[config.mk]
export PLATFORM = sky130hd
export DESIGN_NAME = fir_output_requantizer
export DESIGN_NICKNAME = d
export VERILOG_FILES = /design/src/rtl/fir_out_pkg.sv /design/src/rtl/fir_out_fifo.sv /design/src/rtl/fir_output_requantizer.sv
export SDC_FILE = /design/constraint.sdc
export NUM_CORES = 1
export LEC_CHECK = 0
export CAP_MARGIN = 20
export CORE_MARGIN = 8
export CORE_UTILIZATION = 56
export DETAILED_ROUTE_END_ITERATION = 8
export PLACE_DENSITY = 0.87
export SETUP_SLACK_MARGIN = 0.5
export SYNTH_ARGS = -nofsm -noshare
export SYNTH_HDL_FRONTEND = slang
export SYNTH_SLANG_ARGS = --single-unit
[constraint.sdc]
create_clock -name clk -period 4.26 [get_ports clk]
set_clock_uncertainty 0.05 [all_clocks]
set_input_delay 0.426 -clock clk [delete_from_list [all_inputs] [get_ports clk]]
set_output_delay 0.426 -clock clk [all_outputs]
set_load 0.02 [all_outputs]
[src/rtl/fir_out_pkg.sv]
// Shared widths, output range limits and sample type for the FIR output requantizer.
package fir_out_pkg;

    localparam int IN_WIDTH  = 40;
    localparam int OUT_WIDTH = 16;
    localparam int SHIFT     = 24;

    localparam logic signed [OUT_WIDTH-1:0] OUT_MAX = {1'b0, {(OUT_WIDTH-1){1'b1}}};
    localparam logic signed [OUT_WIDTH-1:0] OUT_MIN = {1'b1, {(OUT_WIDTH-1){1'b0}}};

    typedef logic signed [OUT_WIDTH-1:0] sample_t;

endpackage

[src/rtl/fir_out_fifo.sv]
// First-word-fall-through FIFO; the head entry is always visible on dout while not empty.
module fir_out_fifo import fir_out_pkg::*; #(
    parameter int WIDTH = OUT_WIDTH,
    parameter int DEPTH = 8
) (
    input  logic             clk,
    input  logic             rst,
    input  logic             push,
    input  logic [WIDTH-1:0] din,
    input  logic             pop,
    output logic [WIDTH-1:0] dout,
    output logic             full,
    output logic             empty
);

    localparam int AW = $clog2(DEPTH);

    logic [WIDTH-1:0] mem [DEPTH];
    logic [AW:0]      wptr;
    logic [AW:0]      rptr;
    logic             push_ok;
    logic             pop_ok;

    // The extra pointer bit tells a full FIFO apart from an empty one at equal addresses.
    assign empty   = (wptr == rptr);
    assign full    = (wptr[AW] != rptr[AW]) && (wptr[AW-1:0] == rptr[AW-1:0]);
    assign pop_ok  = pop && !empty;
    assign push_ok = push && (!full || pop_ok);
    assign dout    = empty ? '0 : mem[rptr[AW-1:0]];

    always_ff @(posedge clk or posedge rst) begin
        if (rst) begin
            wptr <= '0;
            rptr <= '0;
        end else begin
            if (push_ok) wptr <= wptr + 1'b1;
            if (pop_ok)  rptr <= rptr + 1'b1;
        end
    end

    always_ff @(posedge clk) begin
        if (push_ok) mem[wptr[AW-1:0]] <= din;
    end

endmodule

[src/rtl/fir_output_requantizer.sv]
// Rounds/saturates the 40-bit filter accumulator to 16 bits, decimates, and buffers in a FIFO.
// Define FIR_REQ_CONVERGENT_ROUND_EN for round-half-to-even instead of round-half-up.
module fir_output_requantizer import fir_out_pkg::*; #(
    parameter int IN_WIDTH   = fir_out_pkg::IN_WIDTH,
    parameter int OUT_WIDTH  = fir_out_pkg::OUT_WIDTH,
    parameter int SHIFT      = fir_out_pkg::SHIFT,
    parameter int DECIM      = 4,
    parameter int FIFO_DEPTH = 8
) (
    input  logic                        clk,
    input  logic                        rst,
    input  logic signed [IN_WIDTH-1:0]  y,
    input  logic                        y_valid,
    output logic signed [OUT_WIDTH-1:0] out_data,
    output logic                        out_valid,
    input  logic                        out_ready,
    output logic                        overflow,
    output logic [15:0]                 sat_count
);

    localparam int RW = IN_WIDTH + 1;
    localparam int PW = (DECIM > 1) ? $clog2(DECIM) : 1;

    localparam logic signed [RW-1:0] HALF  = {{(RW-SHIFT){1'b0}}, 1'b1, {(SHIFT-1){1'b0}}};
    localparam logic signed [RW-1:0] R_MAX = {{(RW-OUT_WIDTH+1){1'b0}}, {(OUT_WIDTH-1){1'b1}}};
    localparam logic signed [RW-1:0] R_MIN = {{(RW-OUT_WIDTH+1){1'b1}}, {(OUT_WIDTH-1){1'b0}}};

    logic signed [RW-1:0]        y_ext;
    logic signed [RW-1:0]        sum;
    logic signed [RW-1:0]        r;
    logic signed [RW-1:0]        r_rnd;
    logic                        sat_hi;
    logic                        sat_lo;
    logic signed [OUT_WIDTH-1:0] q;
`ifdef FIR_REQ_CONVERGENT_ROUND_EN
    logic                        tie;
`endif

    logic                        s1_valid;
    logic signed [OUT_WIDTH-1:0] s1_data;
    logic [PW-1:0]               phase;
    logic                        push;
    logic                        pop;
    logic                        full;
    logic                        empty;

    // One extra bit keeps the rounding add from wrapping near full scale.
    always_comb begin
        y_ext = {y[IN_WIDTH-1], y};
        sum   = y_ext + HALF;
        r     = sum >>> SHIFT;
        r_rnd = r;
`ifdef FIR_REQ_CONVERGENT_ROUND_EN
        tie = (y[SHIFT-1:0] == HALF[SHIFT-1:0]);
        if (tie && r[0]) r_rnd = r - {{(RW-1){1'b0}}, 1'b1};
`endif
        sat_hi = (r_rnd > R_MAX);
        sat_lo = (r_rnd < R_MIN);
        if (sat_hi)      q = R_MAX[OUT_WIDTH-1:0];
        else if (sat_lo) q = R_MIN[OUT_WIDTH-1:0];
        else             q = r_rnd[OUT_WIDTH-1:0];
    end

    always_ff @(posedge clk or posedge rst) begin
        if (rst) begin
            s1_valid  <= 1'b0;
            s1_data   <= '0;
            sat_count <= '0;
        end else begin
            s1_valid <= y_valid;
            if (y_valid) s1_data <= q;
            if (y_valid && (sat_hi || sat_lo) && (sat_count != 16'hFFFF))
                sat_count <= sat_count + 16'd1;
        end
    end

    // Only the phase-0 sample of each group is kept, so the first sample after reset survives.
    assign push      = s1_valid && (phase == '0);
    assign out_valid = !empty;
    assign pop       = out_valid && out_ready;

    always_ff @(posedge clk or posedge rst) begin
        if (rst) begin
            phase    <= '0;
            overflow <= 1'b0;
        end else begin
            if (s1_valid) phase <= (phase == PW'(DECIM-1)) ? '0 : phase + 1'b1;
            if (push && full && !pop) overflow <= 1'b1;
        end
    end

    fir_out_fifo #(
        .WIDTH (OUT_WIDTH),
        .DEPTH (FIFO_DEPTH)
    ) u_fifo (
        .clk   (clk),
        .rst   (rst),
        .push  (push),
        .din   (s1_data),
        .pop   (pop),
        .dout  (out_data),
        .full  (full),
        .empty (empty)
    );

endmodule

==> impl_metrics.yaml <==
sta:
  timing.fmax_mhz: 300
  report.final.slew_viol_count: 0
  setup_repair_after_global_routing_missed_its_margin: "false"
  timing.final.hold_violations: 0
  fin_crit_ns: 3.33
  setup_total_negative_slack_ns: 0
  finalSetupViolCount: 0
  timing_worst_slew_pin_value_ns: 1.08
  slew_margin_rel: 0.280
  final_min_period_over_clock_period: 0.782
yosys:
  synth.yosys.warnings: 0
  number_of_enable_type_register_cells_in_the_synthesized_netlist: 128
  count_of_unique_library_cells_instantiated_by_yosys: 46
  synth_area_um2: 7250
  number_of_storage_elements_in_the_synthesis_netlist: 172
  synth_top_area_frac: 0.530
  mappedNetlistNets: 507
  ys_top_cells_by_area: "edfxtp_1, dfrtp_1, mux4_2"
  ys_dominant_reg_cell: "edfxtp_1"
  synth_top_area_cell: "edfxtp_1"
  syn_avg_cell_area_um2: 15.9
  synthArstFlopShare: 0.256
  synthesis.instances: 457
  synth-seq-area-share: 0.682
outcome:
  status: "finished, final reports clean"
critical_path:
  r2r_slack_ns: 1.40
  worst_setup_path_class: "flop to output pin"
  path_max_fanout: 29
  worstSetupEndpointType: "output pin"
  critical_path_arrival_ns: 2.86
  worst-endpoint-required_ns: 3.78
  critical_path.startpoint_type: "flop"
detailed_routing:
  finalWirelength_mm: 15.1
  drcViolationCount: 0
  detail_route.vias_per_cell: 5.99
  detailedRoute.firstPassIterationCount: 5
  num_vias: 4223
  routedWlPerCell_um: 21.5
  initial_detailed_routing_violation_count: 370
  drt.antenna.violating_nets: 0
finish:
  fillerInstances: 875
  antenna_cells: 0
  finish.utilization: 0.685
  layout-drive-gt1-share: 0.169
  area_growth_pct: 19.2
  nets: 571
die:
  core_area_um2: 12600
  area_of_the_die_um2: 16800
  pin_count: 78
  num_rows: 41
  width_of_the_chip_um: 130
  floorplan.die.height_um: 130
  floorplan.initialDensity: 0.575
cts:
  clk_sinks: 172
  cts-hold-fix-buffers: 0
  worst_skew_pair.late_latency_ns: 0.43
  max-clock-path-buffers: 2
  cts_tree: "built"
  clk_root_buffer_cell: "clkbuf_16"
  cts.htree.levels: 4
  cts_setup_buffers: 0
  number_of_buffers_created_by_cts: 17
  clock_slew_seen_by_the_registers_of_the_worst_setup_and_hold_paths_ns: 0.06
  postCtsResizedCells: 0
placement:
  half_perimeter_wire_length_after_detailed_placement_mm: 9.23
  placement.io_buffers: 54
  gp_congestion: 0.848
pwr:
  power_density_nw_per_um2: 624
  leakage_nw: 3.10
  peak_ir_drop_on_the_vdd_network_mv: 0.294
global_route:
  grt_pass1_vias: 4421
  number_of_antenna_violations_at_the_first_check_in_global_routing: 0
  largest_net_degree_at_the_start_of_global_routing: 45
  aggregate_global_routing_overflow: 0
  gr-usage-all-layers: 0.196
  global_route_wire_length_before_repair_mm: 24.2
hold_path:
  min-delay-path-class: "input pin to async pin"
run:
  drv_cap: 0
==> cells by family (layout without fill, tap and decap cells) <==
logic type | count (synthesis) | in the layout | share of synthesized area
AOI/OAI and AO/OA | 28 | 28 | 0.0229
xor gates and xnor gates | 36 | 36 | 0.0435
adders and majority gates | 6 | 6 | 0.0104
buffers and inverters | 29 | 105 | 0.0167
DFF | 172 | 172 | 0.682
muxes | 51 | 51 | 0.126
and+or+nand+nor | 135 | 135 | 0.0985
==> layer usage <==
metal,up-vias,GRT usage,share of wire
met5,-,0,0
met4,0,0.0956,0.025
met3,32,0.0563,0.071
met2,187,0.325,0.50
met1,2136,0.233,0.40
li1,1868,-,-
==> final timing paths <==
kind	start	end	cells after the start
max	u_fifo.rptr[0]	out_data[12]	5
min	rst	sat_count[4]	3
max reg2reg	u_fifo.rptr[1]	u_fifo.mem[5][0]	5
min reg2reg	u_fifo.wptr[3]	u_fifo.wptr[3]	1
max in group asynchronous	rst	u_fifo.rptr[0]	3
min in group clk	u_fifo.wptr[3]	u_fifo.wptr[3]	1
==> final cells by class <==
class,instances,area (um^2),area share
Clock buffer,25,475,0.0550
Clock inverter,6,113,0.0130
Inverter,9,33.8,0.00391
Multi-Input combinational cell,256,2240,0.259
Sequential cell,172,4950,0.572
Tap cell,172,215,0.0249
Timing Repair Buffer,65,623,0.0721
==> per-stage QoR <==
step                      std cells  setup slack [ns]  cell area [um^2]  hold WS [ns]  total power [W]
after floorplan                 457             0.935              7250         0.407          0.00324
final                           705             0.928              8650         0.388          0.00539
after CTS                       705             0.618              8640         0.406          0.00544
after global routing            705             0.730              8650         0.451          0.00562
after global placement          674              1.16              8060         0.417          0.00382
after detailed placement        674              1.05              8060         0.418          0.00389
==> power by group <==
group | leakage, nW | internal, W | switching (W)
Clock | 0.286 | 0.000953 | 0.000592
Combinational | 1.13 | 0.000824 | 0.000779
Sequential | 1.68 | 0.00200 | 0.000247
Total | 3.10 | 0.00377 | 0.00162
==> critical path, cell delays in order, from the launching register on <==
cell and delay (ns):
dfrtp_4 0.77, buf_4 0.28, mux4_2 0.52, mux2i_1 0.22
nor2_1 0.06, clkdlybuf4s50_1 0.56
==> sequential cells by signal, indices dropped and copies added, names as in the netlist <==
register and flops:
s1_valid 1, u_fifo.mem 128, u_fifo.wptr 4, sat_count 16
u_fifo.rptr 4, overflow 1, phase 2, s1_data 16
==> cell usage in the layout (no fill, tap or decap), drive strengths merged, types with 12 or more instances in the layout <==
cell type / instances
xor2: 24
dfrtp: 44
edfxtp: 128
nand3: 18
mux4: 32
clkbuf: 25
mux2i: 16
a21oi: 12
xnor2: 12
nor2: 44
clkdlybuf4s50: 54
nand2: 26
==> synthesized netlist by cell type, types with 2 or more instances <==
cell type / number
buf_2: 9
nor3_2: 2
nand4_2: 2
nand4_1: 5
and3_1: 2
xnor2_1: 12
mux2_2: 3
clkbuf_1: 9
nor4_1: 6
a31oi_1: 3
nor4b_1: 2
ha_1: 6
inv_1: 9
xor2_1: 24
nor3b_1: 2
mux4_2: 32
nand2b_1: 2
edfxtp_1: 128
dfrtp_1: 44
a21oi_1: 12
o211ai_1: 2
nor4_2: 2
nand2_1: 26
nand3_1: 18
and4_1: 4
mux2i_1: 16
nor3_1: 7
nor2_1: 44
o21ai_0: 4
or3_1: 4
(Power assumes the default switching activity.)
